===== src/rtl/mem_port_arbiter_pkg.sv =====
// Shared types and sizing helpers for the two-port memory arbiter.
// Grant encoding doubles as the round-robin pointer value.
package mem_arb_pkg;

    typedef enum logic [1:0] {IDLE, ISSUE, RESP} arb_state_t;

    typedef enum logic {GRANT_I, GRANT_D} grant_t;

    localparam int unsigned TIMEOUT_DEFAULT = 255;
    localparam int unsigned CNT_W_DEFAULT   = $clog2(TIMEOUT_DEFAULT + 1);

    function automatic int unsigned cnt_width(input int unsigned timeout);
        return $clog2(timeout + 1);
    endfunction

endpackage


===== src/rtl/mem_port_arbiter_if.sv =====
// Bundle of cache-side request/response and memory-side handshake signals.
// master = cache/memory environment, slave = the arbiter itself.
interface mem_port_arbiter_if #(
    parameter int unsigned WIDTH = 32
);

    logic             i_req_i;
    logic [WIDTH-1:0] i_addr_i;
    logic [WIDTH-1:0] i_rdata_o;
    logic             i_resp_o;

    logic             d_req_i;
    logic             d_we_i;
    logic             d_byte_op_i;
    logic [WIDTH-1:0] d_addr_i;
    logic [WIDTH-1:0] d_wdata_i;
    logic [WIDTH-1:0] d_rdata_o;
    logic             d_resp_o;

    logic             mem_req_o;
    logic             mem_we_o;
    logic             mem_byte_op_o;
    logic [WIDTH-1:0] mem_addr_o;
    logic [WIDTH-1:0] mem_wdata_o;
    logic [WIDTH-1:0] mem_rdata_i;
    logic             mem_ready_i;

    logic             timeout_o;

    modport master (
        output i_req_i, i_addr_i,
        output d_req_i, d_we_i, d_byte_op_i, d_addr_i, d_wdata_i,
        output mem_rdata_i, mem_ready_i,
        input  i_rdata_o, i_resp_o, d_rdata_o, d_resp_o,
        input  mem_req_o, mem_we_o, mem_byte_op_o, mem_addr_o, mem_wdata_o,
        input  timeout_o
    );

    modport slave (
        input  i_req_i, i_addr_i,
        input  d_req_i, d_we_i, d_byte_op_i, d_addr_i, d_wdata_i,
        input  mem_rdata_i, mem_ready_i,
        output i_rdata_o, i_resp_o, d_rdata_o, d_resp_o,
        output mem_req_o, mem_we_o, mem_byte_op_o, mem_addr_o, mem_wdata_o,
        output timeout_o
    );

endinterface


===== src/rtl/mem_port_arbiter_rr_arb2.sv =====
// Two-way round-robin arbiter; last_grant also identifies the side currently
// owning the memory port, since it is updated on the grant edge.
module rr_arb2
    import mem_arb_pkg::*;
(
    input  logic   clk,
    input  logic   rst,
    input  logic   req_inst,
    input  logic   req_data,
    input  logic   update,
    output logic   any_req,
    output grant_t grant,
    output grant_t last_grant
);

    always_comb begin
        any_req = req_inst | req_data;
        grant   = GRANT_I;
        if (req_inst && req_data) begin
            grant = (last_grant == GRANT_I) ? GRANT_D : GRANT_I;
        end else if (req_data) begin
            grant = GRANT_D;
        end
    end

    always_ff @(posedge clk) begin
        if (rst) begin
            last_grant <= GRANT_I;
        end else if (update) begin
            last_grant <= grant;
        end
    end

endmodule


===== src/rtl/mem_port_arbiter.sv =====
// Shares one memory port between instruction and data caches: round-robin
// grant, registered memory handshake with stall timeout, one response pulse.
module mem_port_arbiter
    import mem_arb_pkg::*;
#(
    parameter int unsigned WIDTH   = 32,
    parameter int unsigned TIMEOUT = TIMEOUT_DEFAULT
) (
    input logic               clk_i,
    input logic               rst_i,
    mem_port_arbiter_if.slave bus
);

    localparam int unsigned      CNT_W     = cnt_width(TIMEOUT);
    localparam logic [CNT_W-1:0] CNT_LIMIT = CNT_W'(TIMEOUT - 1);

    arb_state_t       state;
    arb_state_t       state_next;
    grant_t           grant;
    grant_t           owner;
    logic             any_req;
    logic             grant_en;
    logic             cnt_hit;
    logic [CNT_W-1:0] cnt;
    logic [WIDTH-1:0] addr_q;
    logic [WIDTH-1:0] wdata_q;
    logic [WIDTH-1:0] i_rdata_q;
    logic [WIDTH-1:0] d_rdata_q;
    logic             we_q;
    logic             byte_op_q;
    logic             timeout_q;

    rr_arb2 u_rr (
        .clk        (clk_i),
        .rst        (rst_i),
        .req_inst   (bus.i_req_i),
        .req_data   (bus.d_req_i),
        .update     (grant_en),
        .any_req    (any_req),
        .grant      (grant),
        .last_grant (owner)
    );

    assign cnt_hit = (cnt == CNT_LIMIT);

    always_ff @(posedge clk_i) begin
        if (rst_i) begin
            state <= IDLE;
        end else begin
            state <= state_next;
        end
    end

    // Ready wins over the limit in the same cycle, so both exit ISSUE together.
    always_comb begin
        state_next = state;
        case (state)
            IDLE:    if (any_req) state_next = ISSUE;
            ISSUE:   if (bus.mem_ready_i || cnt_hit) state_next = RESP;
            RESP:    state_next = IDLE;
            default: state_next = IDLE;
        endcase
    end

    always_comb begin
        grant_en          = (state == IDLE) && any_req;
        bus.mem_req_o     = (state == ISSUE);
        bus.i_resp_o      = (state == RESP) && (owner == GRANT_I);
        bus.d_resp_o      = (state == RESP) && (owner == GRANT_D);
        bus.mem_addr_o    = addr_q;
        bus.mem_wdata_o   = wdata_q;
        bus.mem_we_o      = we_q;
        bus.mem_byte_op_o = byte_op_q;
        bus.i_rdata_o     = i_rdata_q;
        bus.d_rdata_o     = d_rdata_q;
        bus.timeout_o     = timeout_q;
    end

    always_ff @(posedge clk_i) begin
        if (rst_i) begin
            cnt       <= '0;
            addr_q    <= '0;
            wdata_q   <= '0;
            we_q      <= 1'b0;
            byte_op_q <= 1'b0;
            i_rdata_q <= '0;
            d_rdata_q <= '0;
            timeout_q <= 1'b0;
        end else begin
            case (state)
                IDLE: begin
                    if (any_req) begin
                        cnt <= '0;
                        if (grant == GRANT_D) begin
                            addr_q    <= bus.d_addr_i;
                            wdata_q   <= bus.d_wdata_i;
                            we_q      <= bus.d_we_i;
                            byte_op_q <= bus.d_byte_op_i;
                        end else begin
                            addr_q    <= bus.i_addr_i;
                            wdata_q   <= '0;
                            we_q      <= 1'b0;
                            byte_op_q <= 1'b0;
                        end
                    end
                end
                ISSUE: begin
                    if (bus.mem_ready_i) begin
                        if (!we_q) begin
                            if (owner == GRANT_D) d_rdata_q <= bus.mem_rdata_i;
                            else                  i_rdata_q <= bus.mem_rdata_i;
                        end
                    end else if (cnt_hit) begin
                        timeout_q <= 1'b1;
                        if (!we_q) begin
                            if (owner == GRANT_D) d_rdata_q <= '0;
                            else                  i_rdata_q <= '0;
                        end
                    end else begin
                        cnt <= cnt + 1'b1;
                    end
                end
                default: ;
            endcase
        end
    end

endmodule


===== src/flat_wrapper.sv =====
// flat-port wrapper written by rule: the top's interface ports become plain ports
module mem_port_arbiter_flat import mem_arb_pkg::*;
#(
    parameter int unsigned WIDTH   = 32,
    parameter int unsigned TIMEOUT = TIMEOUT_DEFAULT
)
  (clk_i, rst_i, bus_i_req_i, bus_i_addr_i, bus_d_req_i, bus_d_we_i, bus_d_byte_op_i, bus_d_addr_i, bus_d_wdata_i, bus_mem_rdata_i, bus_mem_ready_i, bus_i_rdata_o, bus_i_resp_o, bus_d_rdata_o, bus_d_resp_o, bus_mem_req_o, bus_mem_we_o, bus_mem_byte_op_o, bus_mem_addr_o, bus_mem_wdata_o, bus_timeout_o);
  mem_port_arbiter_if #(.WIDTH(WIDTH)) bus_i ();
  input logic clk_i;
  input logic rst_i;
  input wire logic [$bits(bus_i.i_req_i)-1:0] bus_i_req_i;
  input wire logic [$bits(bus_i.i_addr_i)-1:0] bus_i_addr_i;
  input wire logic [$bits(bus_i.d_req_i)-1:0] bus_d_req_i;
  input wire logic [$bits(bus_i.d_we_i)-1:0] bus_d_we_i;
  input wire logic [$bits(bus_i.d_byte_op_i)-1:0] bus_d_byte_op_i;
  input wire logic [$bits(bus_i.d_addr_i)-1:0] bus_d_addr_i;
  input wire logic [$bits(bus_i.d_wdata_i)-1:0] bus_d_wdata_i;
  input wire logic [$bits(bus_i.mem_rdata_i)-1:0] bus_mem_rdata_i;
  input wire logic [$bits(bus_i.mem_ready_i)-1:0] bus_mem_ready_i;
  output wire logic [$bits(bus_i.i_rdata_o)-1:0] bus_i_rdata_o;
  output wire logic [$bits(bus_i.i_resp_o)-1:0] bus_i_resp_o;
  output wire logic [$bits(bus_i.d_rdata_o)-1:0] bus_d_rdata_o;
  output wire logic [$bits(bus_i.d_resp_o)-1:0] bus_d_resp_o;
  output wire logic [$bits(bus_i.mem_req_o)-1:0] bus_mem_req_o;
  output wire logic [$bits(bus_i.mem_we_o)-1:0] bus_mem_we_o;
  output wire logic [$bits(bus_i.mem_byte_op_o)-1:0] bus_mem_byte_op_o;
  output wire logic [$bits(bus_i.mem_addr_o)-1:0] bus_mem_addr_o;
  output wire logic [$bits(bus_i.mem_wdata_o)-1:0] bus_mem_wdata_o;
  output wire logic [$bits(bus_i.timeout_o)-1:0] bus_timeout_o;
  assign bus_i.i_req_i = bus_i_req_i;
  assign bus_i.i_addr_i = bus_i_addr_i;
  assign bus_i.d_req_i = bus_d_req_i;
  assign bus_i.d_we_i = bus_d_we_i;
  assign bus_i.d_byte_op_i = bus_d_byte_op_i;
  assign bus_i.d_addr_i = bus_d_addr_i;
  assign bus_i.d_wdata_i = bus_d_wdata_i;
  assign bus_i.mem_rdata_i = bus_mem_rdata_i;
  assign bus_i.mem_ready_i = bus_mem_ready_i;
  assign bus_i_rdata_o = bus_i.i_rdata_o;
  assign bus_i_resp_o = bus_i.i_resp_o;
  assign bus_d_rdata_o = bus_i.d_rdata_o;
  assign bus_d_resp_o = bus_i.d_resp_o;
  assign bus_mem_req_o = bus_i.mem_req_o;
  assign bus_mem_we_o = bus_i.mem_we_o;
  assign bus_mem_byte_op_o = bus_i.mem_byte_op_o;
  assign bus_mem_addr_o = bus_i.mem_addr_o;
  assign bus_mem_wdata_o = bus_i.mem_wdata_o;
  assign bus_timeout_o = bus_i.timeout_o;
  mem_port_arbiter #(.WIDTH(WIDTH), .TIMEOUT(TIMEOUT)) u_core (.clk_i(clk_i), .rst_i(rst_i), .bus(bus_i));
endmodule

===== config.mk =====
export PLATFORM = sky130hd
export DESIGN_NAME = mem_port_arbiter_flat
export DESIGN_NICKNAME = d
export VERILOG_FILES = /design/src/rtl/mem_port_arbiter_pkg.sv /design/src/rtl/mem_port_arbiter_if.sv /design/src/rtl/mem_port_arbiter_rr_arb2.sv /design/src/rtl/mem_port_arbiter.sv /design/src/flat_wrapper.sv
export SDC_FILE = /design/constraint.sdc
export NUM_CORES = 1
export LEC_CHECK = 0
export ABC_CLOCK_PERIOD_IN_PS = 1900
export CAP_MARGIN = 5
export CORE_MARGIN = 2
export CORE_UTILIZATION = 31
export DETAILED_ROUTE_END_ITERATION = 7
export HOLD_SLACK_MARGIN = 0.02
export PLACE_DENSITY = 0.68
export SYNTH_ARGS = -nofsm -noshare
export SYNTH_HDL_FRONTEND = slang
export SYNTH_HIERARCHICAL = 1
export SYNTH_SLANG_ARGS = --single-unit

===== constraint.sdc =====
create_clock -name clk_i -period 1.9 [get_ports clk_i]
set_input_delay 0.285 -clock clk_i [delete_from_list [all_inputs] [get_ports clk_i]]
set_output_delay 0.285 -clock clk_i [all_outputs]
set_load 0.1 [all_outputs]

# == After elaboration in Yosys (flattened, before gate mapping) ==
# Index checks and enable logic that the tools add are counted.
# classes
n_addsub,1
n_mul,0
div,0
order_cmp,0
eq_ne,7
n_shift,0
n_mux,26
bitwise,4
reduce_logical,14
# op_table
cell,count
$mux W32,14
$mux W8,3
$pmux W8 S2,1
$reduce_and A4 Y1,3
$add A8 B1 Y8 const B,1
$eq A8 B8 Y1 const B,1
$mux W1,5
$logic_and A1 B1 Y1,4
$mux W2,2
$ne A2 B1 Y1 const B,2
$ne A2 B2 Y1 const B,2
$pmux W2 S2,1
$reduce_and A2 Y1,2
$reduce_bool A2 Y1,2
$not A1 Y1,3
$reduce_and A3 Y1,1
$eq A2 B1 Y1 const B,1
$eq A2 B2 Y1 const B,1
$logic_not A2 Y1,1
$logic_or A1 B1 Y1,1
$or A1 B1 Y1,1
# totals
register_bits,142
latch_bits,0
mem_bits_rw,0
mem_bits_ro,0
inputBits,135
wordCells,62
memories,0

# == Depth between registers and ports, before layout ==
# Gate-level depths: netlist of run 1.
# logic_depth
ltp_word,4
ltp_mapped,8
ltp_nobuf,6

# == By module ==
# The synthesis of run 1 kept the hierarchy.
# modules_own_cells
module,n_inst,cells_each,area_each_um2,seq_area_each_um2
mem_port_arbiter,1,614,5899.4,2822.7
rr_arb2,1,6,70.1,20.0

# == Least setup slack after synthesis of run 1 ==
# OpenSTA, ideal clock, no wires.
# synth_timing
kind,register to output
from,reg u_core.u_rr.last_grant
to,out bus_i_resp_o
t_arrival_ns,2.557
slack_ns,-0.942
stages_incl_launch_ff,2
path_buffers,0
path_cell_list,dfxtp_1 nor3b_1
# synth_between
elab_chain_len,2
# synth_lines
item,line,source
"start, declared",mem_port_arbiter_rr_arb2.sv:13,output grant_t last_grant
"start signal, assigned",mem_port_arbiter_rr_arb2.sv:30,last_grant <= grant;
$not A1 Y1 (no line),n/a,
$logic_and A1 B1 Y1,mem_port_arbiter.sv:68,bus.i_resp_o = (state == RESP) && (owner == GRANT_I);
"end, declared",flat_wrapper.sv:21,output wire logic [$bits(bus_i.i_resp_o)-1:0] bus_i_resp_o;
# Every way passes these cells.

# == Final worst setup path of run 1 ==
# layout_timing
from,reg u_core.cnt[0]
to,reg u_core.d_rdata_q[15] (netlist: u_core/bus.d_rdata_o[15])
# layout_between
elab_chain_len,3
# layout_lines
item,line,source
"start, declared",mem_port_arbiter.sv:24,logic [CNT_W-1:0] cnt;
"start signal, assigned",mem_port_arbiter.sv:120,cnt <= cnt + 1'b1;
$eq A8 B8 Y1,mem_port_arbiter.sv:44,assign cnt_hit = (cnt == CNT_LIMIT);
$reduce_bool A2 Y1 (no line),n/a,
$reduce_and A4 Y1 (no line),n/a,
"end signal, assigned",mem_port_arbiter.sv:110,if (owner == GRANT_D) d_rdata_q <= bus.mem_rdata_i;
"end, declared",mem_port_arbiter.sv:28,logic [WIDTH-1:0] d_rdata_q;
# Every way passes these cells.
# A chain may end at the register's enable or synchronous reset.

==> results of run 1 <==
report_power, final:
part | total [mW] | switching [mW] | leakage, nW | internal, mW
Sequential | 3.21 | 0.0816 | 1.16 | 3.13
Clock | 3.29 | 1.43 | 0.270 | 1.85
Combinational | 2.27 | 1.54 | 2.72 | 0.730
Total | 8.77 | 3.06 | 4.15 | 5.71
critical path: cells and delay by family, from the launching register on:
kind,cells,cell delay [ns]
fa+ha+maj,1,0.14
simple gates,2,0.78
flops,1,0.32
mux,1,0.14
compound gates,1,0.07
buf+inv,2,0.24
cell families (layout without fill, tap and decap cells):
| kind of cell | Yosys count | count (layout) | synth area share, % |
|---|---|---|---|
| fa+ha+maj | 2 | 2 | 0.419 |
| buf+inv | 59 | 339 | 4.93 |
| flops | 142 | 142 | 47.6 |
| compound gates | 89 | 89 | 9.43 |
| simple gates | 232 | 232 | 21.5 |
| mux | 96 | 96 | 16.1 |
Yosys cell counts:
library cell  instances  share of area, %
or3_1                 1              0.10
and4_4                1              0.19
nand4_1               1              0.10
nor2_1               34               2.1
a31oi_1               2              0.21
inv_1                 3              0.19
and2_1                1              0.10
or4b_4                1              0.23
nand2_1              37               2.3
or4_1                 1              0.13
and3_1                1              0.10
dfxtp_1             142                48
a21oi_2               1              0.15
ha_1                  2              0.42
buf_6                 1              0.19
a21oi_1              43               3.6
nand3b_1             33               4.2
o21a_1                2              0.25
or2_2                 1              0.10
and3_2                1              0.13
inv_2                 1             0.063
nand3_1              44               3.7
a21boi_1              1              0.13
clkbuf_1             35               2.2
and3b_1               1              0.15
a21boi_4              1              0.31
nor3_1                4              0.34
buf_2                13               1.1
a211o_1               1              0.15
mux2i_1              96                16
o21ai_0               4              0.34
buf_1                 3              0.19
nor3b_1               2              0.25
a211oi_1             32               4.0
nor3b_2               1              0.21
nand2b_1             66               6.9
a21o_1                1              0.13
a31o_1                1              0.15
buf_12                3               1.0
or3b_2                1              0.15
state kept, by name, indices dropped and copies added, names as in the netlist:
name                      flops
u_core/state                  2
u_core/u_rr/last_grant        1
u_core/bus.i_rdata_o         32
u_core/bus.d_rdata_o         32
u_core/bus.mem_wdata_o       32
u_core/bus.mem_addr_o        32
u_core/bus.mem_we_o           1
u_core/cnt                    8
u_core/bus.mem_byte_op_o      1
u_core/bus.timeout_o          1
path summary, 6_finish.rpt:
check | depth (start not counted) | to | start | slack [ns]
setup / recovery | 7 | u_core/bus.d_rdata_o[15] | u_core/cnt[0] | 0.07
hold / removal | 3 | u_core/bus.mem_addr_o[20] | rst_i | 0.39
setup reg to reg | 7 | u_core/bus.d_rdata_o[15] | u_core/cnt[0] | 0.07
hold reg to reg | 2 | u_core/bus.mem_wdata_o[24] | u_core/bus.mem_wdata_o[24] | 0.45
final cells by class:
cell class                      instances  area [µm²]
Inverter                                4        15.0
Multi-Input combinational cell        419        2840
Tap cell                              260         325
Fill cell                            1794        9460
Sequential cell                       142        2850
Clock inverter                         14         146
Clock buffer                           18         429
Timing Repair Buffer                  303        2770
through the flow:
step | util [%] | TNS [ns] | cells
final | 49.7 | 0 | 1160
after global routing | 49.7 | -0.0227 | 1160
after CTS | 49.8 | 0 | 1160
after detailed placement | 46.5 | -18.41 | 1127
after global placement | 46.5 | -16.16 | 1127
after floorplan | - | 0 | 620
layer usage:
layer  vias to the layer above  global-route usage [%]
li1                       2687                       -
met1                      2424                    21.4
met2                       216                    26.3
met3                        11                    6.24
met4                         0                    4.38
met5                         -                       0
what timing repair did:
action	4_1_cts	5_1_grt
endpoints found under the setup margin	32	39
cloned	1	0
gates resized for setup	1	3
==> impl_metrics.csv, run 1 <==
group,metric,value,unit
run_status,status,"finished, final reports clean",
clock_tree,cts_tree,"built",
critical_path,cp_data_required_time,2.19,ns
sta,relSlewSlack,72.5,%
sta,worst_slew_pin_slew,0.412,ns
min_path,hold_path_class,"in2reg",
clock_tree,cts.clk_slew.worst_paths,0.07,ns
critical_path,critPathKind,"reg2reg",
critical_path,slowest_delay,0.54,ns
final_layout,drive_gt1_share,23.9,%
sta,rsz0062_at_grt,"true",
sta,fmax,548,MHz
clock_tree,cts_buffers,17,
sta,fin_ws,0.0744,ns
power_and_ir_drop,peakVddDrop,577,µV
logic_synthesis,avgSynthCellArea,9.63,µm²
final_layout,final_common_cell,"buf_4",
final_layout,area_growth,56.9,%
drt,ant_nets,0,
logic_synthesis,synth.distinct_cells,40,
logic_synthesis,synth-seq-cells,142,
drt,wl_met2,7690,µm
sta,hold_viol_final,0,
floorplan,die_y,143,µm
drt,via_per_inst,4.60,
final_layout,final_cell_mix,"buf_4 (158), dfxtp_1 (140), clkdlybuf4s50_1 (133)",
power_and_ir_drop,pwr_density_cell,936,nW/µm²
clock_tree,hold_buffers,0,
drt,firstDrtPassIters,5,
clock_tree,clock_path_buffers,2,
logic_synthesis,synth_nets,757,
clock_tree,clk_latency,0.42,ns
grt,grt_max_degree,100,
critical_path,crit_slowest_cell,"or4b_4",
sta,fin_crit,1.83,ns
logic_synthesis,netlist_instances,620,
place,finalWeightedCongestion,0.754,
place,dpl.hpwl,12100,µm
drt,vias,5338,
logic_synthesis,yosys_warnings,6,
clock_tree,postCtsSetupBuffers,0,
critical_path,critical_path.startpoint_type,"flip-flop",
sta,slew_viol_final,0,
grt,globalRouteOverflowTotal,0,
final_layout,fin_nets,1024,
final_layout,antenna_cells,0,
power_and_ir_drop,p_leak,4.15,nW
clock_tree,cts_root_buf,"clkbuf_16",
logic_synthesis,synth-seq-area-share,47.6,%
critical_path,cp.arrival,2.12,ns
floorplan,io_pins,269,
logic_synthesis,syn_area,5970,µm²
floorplan,die-area,20400,µm²
critical_path,path_cells,"inv_2, ha_1, and4_4, a21oi_2, or4b_4, buf_12, mux2i_1",
drt,top_layer,"met4",
floorplan,die_w,143,µm
critical_path,crit_fanout,23,
drt,routedWlPerCell,14.9,µm
place,detailedPlace.worstSlack,-0.293,ns
clock_tree,htree_levels,4,
job,max_cap_viol_count,0,
drt,remaining_drc_errors,0,
sta,post-route-period-util,96.1,%
floorplan,num_rows,50,
grt,grt_pass1_wl,26900,µm
sta,worst_hold_slack,0.389,ns
grt,grt_pass1_vias,5158,
drt,wl_met1,7840,µm
clock_tree,cts.sinks,142,
critical_path,crit_path_end_kind,"flip-flop",
power_and_ir_drop,finalPower,8.77,mW
grt,antenna_found_initial,0,
sta,skew,0.0111,ns
sta,setup_viol,0,
drt,drtIter0Drc,124,
floorplan,design.core.area,18800,µm²
drt,wirelength,17200,µm
place,portBuffers,268,
floorplan,initial_core_util,31.7,%
grt,track_usage,16.6,%
final_layout,final_area,9370,µm²
place,place_area,8760,µm²
drt,wl_met3,1540,µm
Power figures use the tool's default switching activity.
==> inputs of run 2 (changes only) <==
--- a/config.mk
+++ b/config.mk
@@ -10,6 +10,7 @@
 export CORE_MARGIN = 2
 export CORE_UTILIZATION = 31
 export DETAILED_ROUTE_END_ITERATION = 7
+export GPL_TIMING_DRIVEN = 0
 export HOLD_SLACK_MARGIN = 0.02
 export PLACE_DENSITY = 0.68
 export SYNTH_ARGS = -nofsm -noshare
==> impl_metrics.csv, run 2 (synthesis gave the netlist of run 1 again) <==
group,metric,value,unit
run_status,status,"finished with violations",
run_status,violations,"negative setup slack",
sta,post-route-period-util,101,%
critical_path,critPathBufInv,2,
floorplan,io_pins,269,
clock_tree,cts_root_buf,"clkbuf_16",
drt,drtIter0Drc,169,
critical_path,path_cells,"inv_4, ha_4, and4_4, a21oi_4, or4b_4, buf_12, mux2i_1",
clock_tree,cts_buffers,17,
floorplan,die-area,20400,µm²
clock_tree,cts_tree,"built",
job,max_cap_viol_count,0,
final_layout,multi_input_area,2870,µm²
place,finalWeightedCongestion,0.812,
grt,grt_pass1_wl,29600,µm
sta,skew,0.00964,ns
clock_tree,cts.sinks,142,
floorplan,initial_core_util,31.7,%
critical_path,critPathKind,"reg2reg",
power_and_ir_drop,p_leak,4.03,nW
sta,fin_ws,-0.0119,ns
drt,wl_met2,8680,µm
final_layout,fillerInstances,1834,
drt,ant_nets,0,
drt,wirelength,19200,µm
critical_path,critical_path.startpoint_type,"flip-flop",
floorplan,num_rows,50,
critical_path,cp_data_required_time,2.20,ns
sta,fin_crit,1.91,ns
critical_path,crit_path_end_kind,"flip-flop",
grt,grt_max_degree,17,
place,detailedPlace.worstSlack,-1.04,ns
sta,worst_slew_pin_slew,0.968,ns
drt,via_per_inst,4.73,
drt,top_layer,"met4",
final_layout,fin_nets,1044,
grt,globalRouteOverflowTotal,0,
place,dpl.hpwl,14400,µm
power_and_ir_drop,finalPower,8.84,mW
critical_path,slowest_delay,0.65,ns
clock_tree,clock_path_buffers,2,
power_and_ir_drop,peakVddDrop,604,µV
final_layout,area_growth,56.9,%
final_layout,antenna_cells,0,
clock_tree,htree_levels,4,
clock_tree,clk_latency,0.42,ns
sta,hold_viol_final,0,
floorplan,die_w,143,µm
sta,fmax,523,MHz
drt,routedWlPerCell,16.3,µm
clock_tree,cts.clk_slew.worst_paths,0.06,ns
drt,wl_met1,8330,µm
sta,setup_viol,19,
critical_path,cp.arrival,2.21,ns
min_path,hold_path_class,"in2reg",
sta,slew_viol_final,0,
drt,vias,5575,
final_layout,register_area,2850,µm²
final_layout,final_common_cell,"dfxtp_1",
grt,grt_pass1_vias,5477,
critical_path,crit_family,"simple AND/OR/NAND/NOR gates",
grt,track_usage,18.8,%
power_and_ir_drop,pwr_density_cell,944,nW/µm²
drt,wl_met3,1900,µm
critical_path,crit_fanout,10,
sta,relSlewSlack,35.7,%
grt,antenna_found_initial,0,
place,portBuffers,267,
final_layout,final_cell_mix,"dfxtp_1 (139), clkdlybuf4s50_1 (133), mux2i_1 (96)",
sta,rsz0062_at_grt,"true",
floorplan,design.core.area,18800,µm²
drt,remaining_drc_errors,0,
critical_path,crit_slowest_cell,"or4b_4",
floorplan,die_y,143,µm
drt,firstDrtPassIters,4,
final_layout,drive_gt1_share,23.0,%
run 2: final cells by class:
type / count / area share (%)
multi-input combinational: 419 / 30.6
clock inverter: 14 / 1.80
clock buffer: 17 / 4.54
sequential: 142 / 30.4
buffer: 50 / 3.27
inverter: 4 / 0.214
timing repair buffer: 273 / 25.7
tap: 260 / 3.47
run 2: final timing paths:
kind / from / to / slack (ns) / depth (start not counted)
max: u_core/cnt[0] / u_core/bus.d_rdata_o[18] / -0.01 / 7
min: bus_mem_ready_i / u_core/state[1] / 0.33 / 3
max reg2reg: u_core/cnt[0] / u_core/bus.d_rdata_o[18] / -0.01 / 7
min reg2reg: u_core/bus.mem_wdata_o[5] / u_core/bus.mem_wdata_o[5] / 0.45 / 2
run 2: worst reg2reg max path: stages, from the launching register on:
cell and delay, ns:
dfxtp_4 0.35, inv_4 0.06, ha_4 0.11, and4_4 0.25
a21oi_4 0.06, or4b_4 0.65, buf_12 0.21, mux2i_1 0.12
run 2: through the flow:
step / TNS (ns) / instances / utilization (%) / hold WS, ns / instance area [µm²]
floorplan: 0 / 620 / - / 0.445 / 5980
global placement: -59.32 / 1147 / 47.7 / 0.438 / 8970
detailed placement: -59.56 / 1147 / 47.7 / 0.444 / 8970
CTS: -0.103 / 1179 / 51.6 / 0.302 / 9720
global route: -1.66 / 1179 / 49.7 / 0.315 / 9370
finish: -0.100 / 1179 / 49.7 / 0.327 / 9370
run 2: what timing repair did:
item                       in CTS  in global routing
gates cloned                    1                  0
gates resized for setup       353                 98
setup endpoints to repair     269                178
hold buffers                    0                  0
setup buffers                   4                  1
pin swaps                       2                  0
run 2: routing by layer:
layer	vias to the layer above	GRT usage, %
li1	2738	-
met1	2579	23.3
met2	237	29.9
met3	21	7.55
met4	0	5.73
met5	-	0
run 2: where the power goes:
part	internal, mW	switching, mW
Clock	1.98	1.44
Sequential	3.12	0.0824
Combinational	0.645	1.58
Total	5.74	3.10
==> inputs of run 3 (changes only) <==
--- a/config.mk
+++ b/config.mk
@@ -7,7 +7,6 @@
 export LEC_CHECK = 0
 export ABC_CLOCK_PERIOD_IN_PS = 1900
 export CAP_MARGIN = 5
-export CORE_MARGIN = 2
 export CORE_UTILIZATION = 31
 export DETAILED_ROUTE_END_ITERATION = 7
 export GPL_TIMING_DRIVEN = 0
==> impl_metrics.csv, run 3 (synthesis gave the netlist of run 1 again) <==
group,metric,value,unit
sta,hold_viol_final,0,
grt,globalRouteOverflowTotal,0,
clock_tree,cts_tree,"built",
drt,remaining_drc_errors,0,
grt,grt_util_met3,7.24,%
critical_path,crit_path_end_kind,"flip-flop",
critical_path,critPathKind,"reg2reg",
critical_path,worst_r2r_path_depth,8,
critical_path,crit_slowest_cell,"or4b_4",
sta,slew_viol_final,0,
grt,grt_pass1_wl,30000,µm
floorplan,die_w,141,µm
floorplan,design.core.area,18800,µm²
floorplan,io_pins,269,
final_layout,final_common_cell,"dfxtp_1",
critical_path,critical_path.startpoint_type,"flip-flop",
critical_path,rr_endpoint,"u_core/bus.d_rdata_o[11]",
place,finalWeightedCongestion,0.805,
sta,skew,0.0131,ns
grt,grt_max_degree,17,
final_layout,fillerInstances,1853,
grt,grt_pass1_vias,5543,
place,place_area,8940,µm²
critical_path,path_cells,"inv_2, ha_4, and4_4, a21oi_4, or4b_4, buf_12, buf_12, mux2i_2",
sta,post-route-period-util,103,%
power_and_ir_drop,pwr_density_cell,917,nW/µm²
drt,drtIter0Drc,152,
critical_path,rrSetupSlack,-0.05,ns
floorplan,num_rows,50,
job,max_cap_viol_count,0,
floorplan,die_y,141,µm
final_layout,area_growth,58.6,%
final_layout,final_cell_mix,"dfxtp_1 (139), clkdlybuf4s50_1 (133), mux2i_1 (95)",
sta,fin_crit,1.95,ns
grt,track_usage,19.6,%
critical_path,cp.arrival,2.26,ns
clock_tree,cts_buffers,17,
sta,fin_ws,-0.0535,ns
place,detailedPlace.worstSlack,-1.03,ns
final_layout,final_cells,1157,
final_layout,final_area,9470,µm²
power_and_ir_drop,p_leak,4.02,nW
power_and_ir_drop,finalPower,8.68,mW
sta,fmax,512,MHz
run_status,violations,"negative setup slack",
final_layout,drive_gt1_share,24.3,%
drt,vias,5502,
floorplan,die-area,19800,µm²
grt,antenna_found_initial,0,
drt,wirelength,19300,µm
clock_tree,clock_path_buffers,2,
clock_tree,cts_root_buf,"clkbuf_16",
drt,firstDrtPassIters,4,
place,portBuffers,267,
critical_path,crit_top_cell,"buf_12",
critical_path,cp_data_required_time,2.20,ns
final_layout,fin_nets,1047,
final_layout,antenna_cells,0,
critical_path,crit_fanout,7,
critical_path,slowest_delay,0.55,ns
sta,relSlewSlack,36.2,%
place,dpl.hpwl,14300,µm
place,dp.cells,1121,
min_path,holdPathStages,3,
sta,rsz0062_at_grt,"true",
drt,via_per_inst,4.76,
critical_path,reg2reg_from,"u_core/cnt[0]",
critical_path,startpoint,"u_core/cnt[0]",
grt,use_met1,23.7,%
min_path,worstHoldEndpoint,"u_core/bus.i_rdata_o[31]",
drt,ant_nets,0,
floorplan,initial_core_util,31.8,%
clock_tree,cts.sinks,142,
power_and_ir_drop,peakVddDrop,541,µV
drt,routedWlPerCell,16.7,µm
grt,grt_busiest_layer,"met2",
run_status,status,"finished with violations",
grt,grt_use_met2,32.7,%
min_path,hold_path_class,"in2reg",
sta,setup_viol,31,
clock_tree,cts.clk_slew.worst_paths,0.07,ns
sta,worst_slew_pin_slew,0.961,ns
clock_tree,clk_latency,0.43,ns
min_path,worstHoldStart,"bus_mem_ready_i",
clock_tree,htree_levels,4,
-- run 3: changes by cell type in the layout (fill, tap and decap cells not counted), sizes merged --
cell	before	now
buf	27	26
inv	12	14
clkdlybuf4s15	56	69
clkinv	1	2
clkbuf	124	115
bufinv	2	0
-- run 3: where the power goes --
| part | total (mW) | switching, mW | internal (mW) |
|---|---|---|---|
| logic | 2.25 | 1.58 | 0.668 |
| clock network | 3.22 | 1.48 | 1.74 |
| registers | 3.21 | 0.0880 | 3.12 |
| total | 8.68 | 3.15 | 5.53 |
-- run 3: repair_timing --
item	4_1_cts	5_1_grt
resized for setup	368	100
setup endpoints to repair	269	167
pin swaps	0	3
buffers inserted	3	2
gates cloned	2	0
hold buffers	0	0
-- run 3: final cells by class --
| type | count | area, µm² | area share, % |
|---|---|---|---|
| clock buffer | 17 | 425 | 4.49 |
| inverter | 4 | 17.5 | 0.185 |
| multi-input combinational | 419 | 2880 | 30.4 |
| timing repair buffer | 274 | 2530 | 26.7 |
| clock inverter | 15 | 144 | 1.52 |
| sequential | 142 | 2850 | 30.1 |
| tap | 234 | 293 | 3.09 |
| buffer | 52 | 335 | 3.54 |
-- run 3: worst max-delay path: cells and delay by family, from the launching register on --
family / cells / cell delay [ns]
DFF: 1 / 0.32
buffers and inverters: 3 / 0.38
adders and majority gates: 1 / 0.12
AOI/OAI and AO/OA: 1 / 0.06
muxes: 1 / 0.14
and+or+nand+nor: 2 / 0.80
-- run 3: how the worst max path moves through the flow --
stage          depth (start not counted)                   endpoint  slack, ns
6_report                               8   u_core/bus.d_rdata_o[11]      -0.05
3_5_place_dp                           7  u_core/bus.mem_addr_o[27]      -1.03
5_1_grt                                8    u_core/bus.d_rdata_o[3]      -0.10
4_1_cts                                8   u_core/bus.d_rdata_o[26]      -0.11
3_3_place_gp                           7  u_core/bus.mem_addr_o[27]      -1.01
2_1_floorplan                          8   u_core/bus.d_rdata_o[10]       0.04
-- run 3: per-layer routing --
layer,wire (µm),vias up
li1,-,2746
met1,8560,2539
met2,9090,208
met3,1550,9
met4,150,0
met5,0,-
-- run 3: per-stage QoR --
stage / hold slack [ns] / setup TNS (ns) / util [%]
3_3_place_gp: 0.438 / -56.20 / 47.6
2_1_floorplan: 0.445 / 0 / -
4_1_cts: 0.271 / -1.14 / 51.7
6_report: 0.292 / -0.690 / 50.4
3_5_place_dp: 0.445 / -59.16 / 47.6
5_1_grt: 0.284 / -2.09 / 50.4
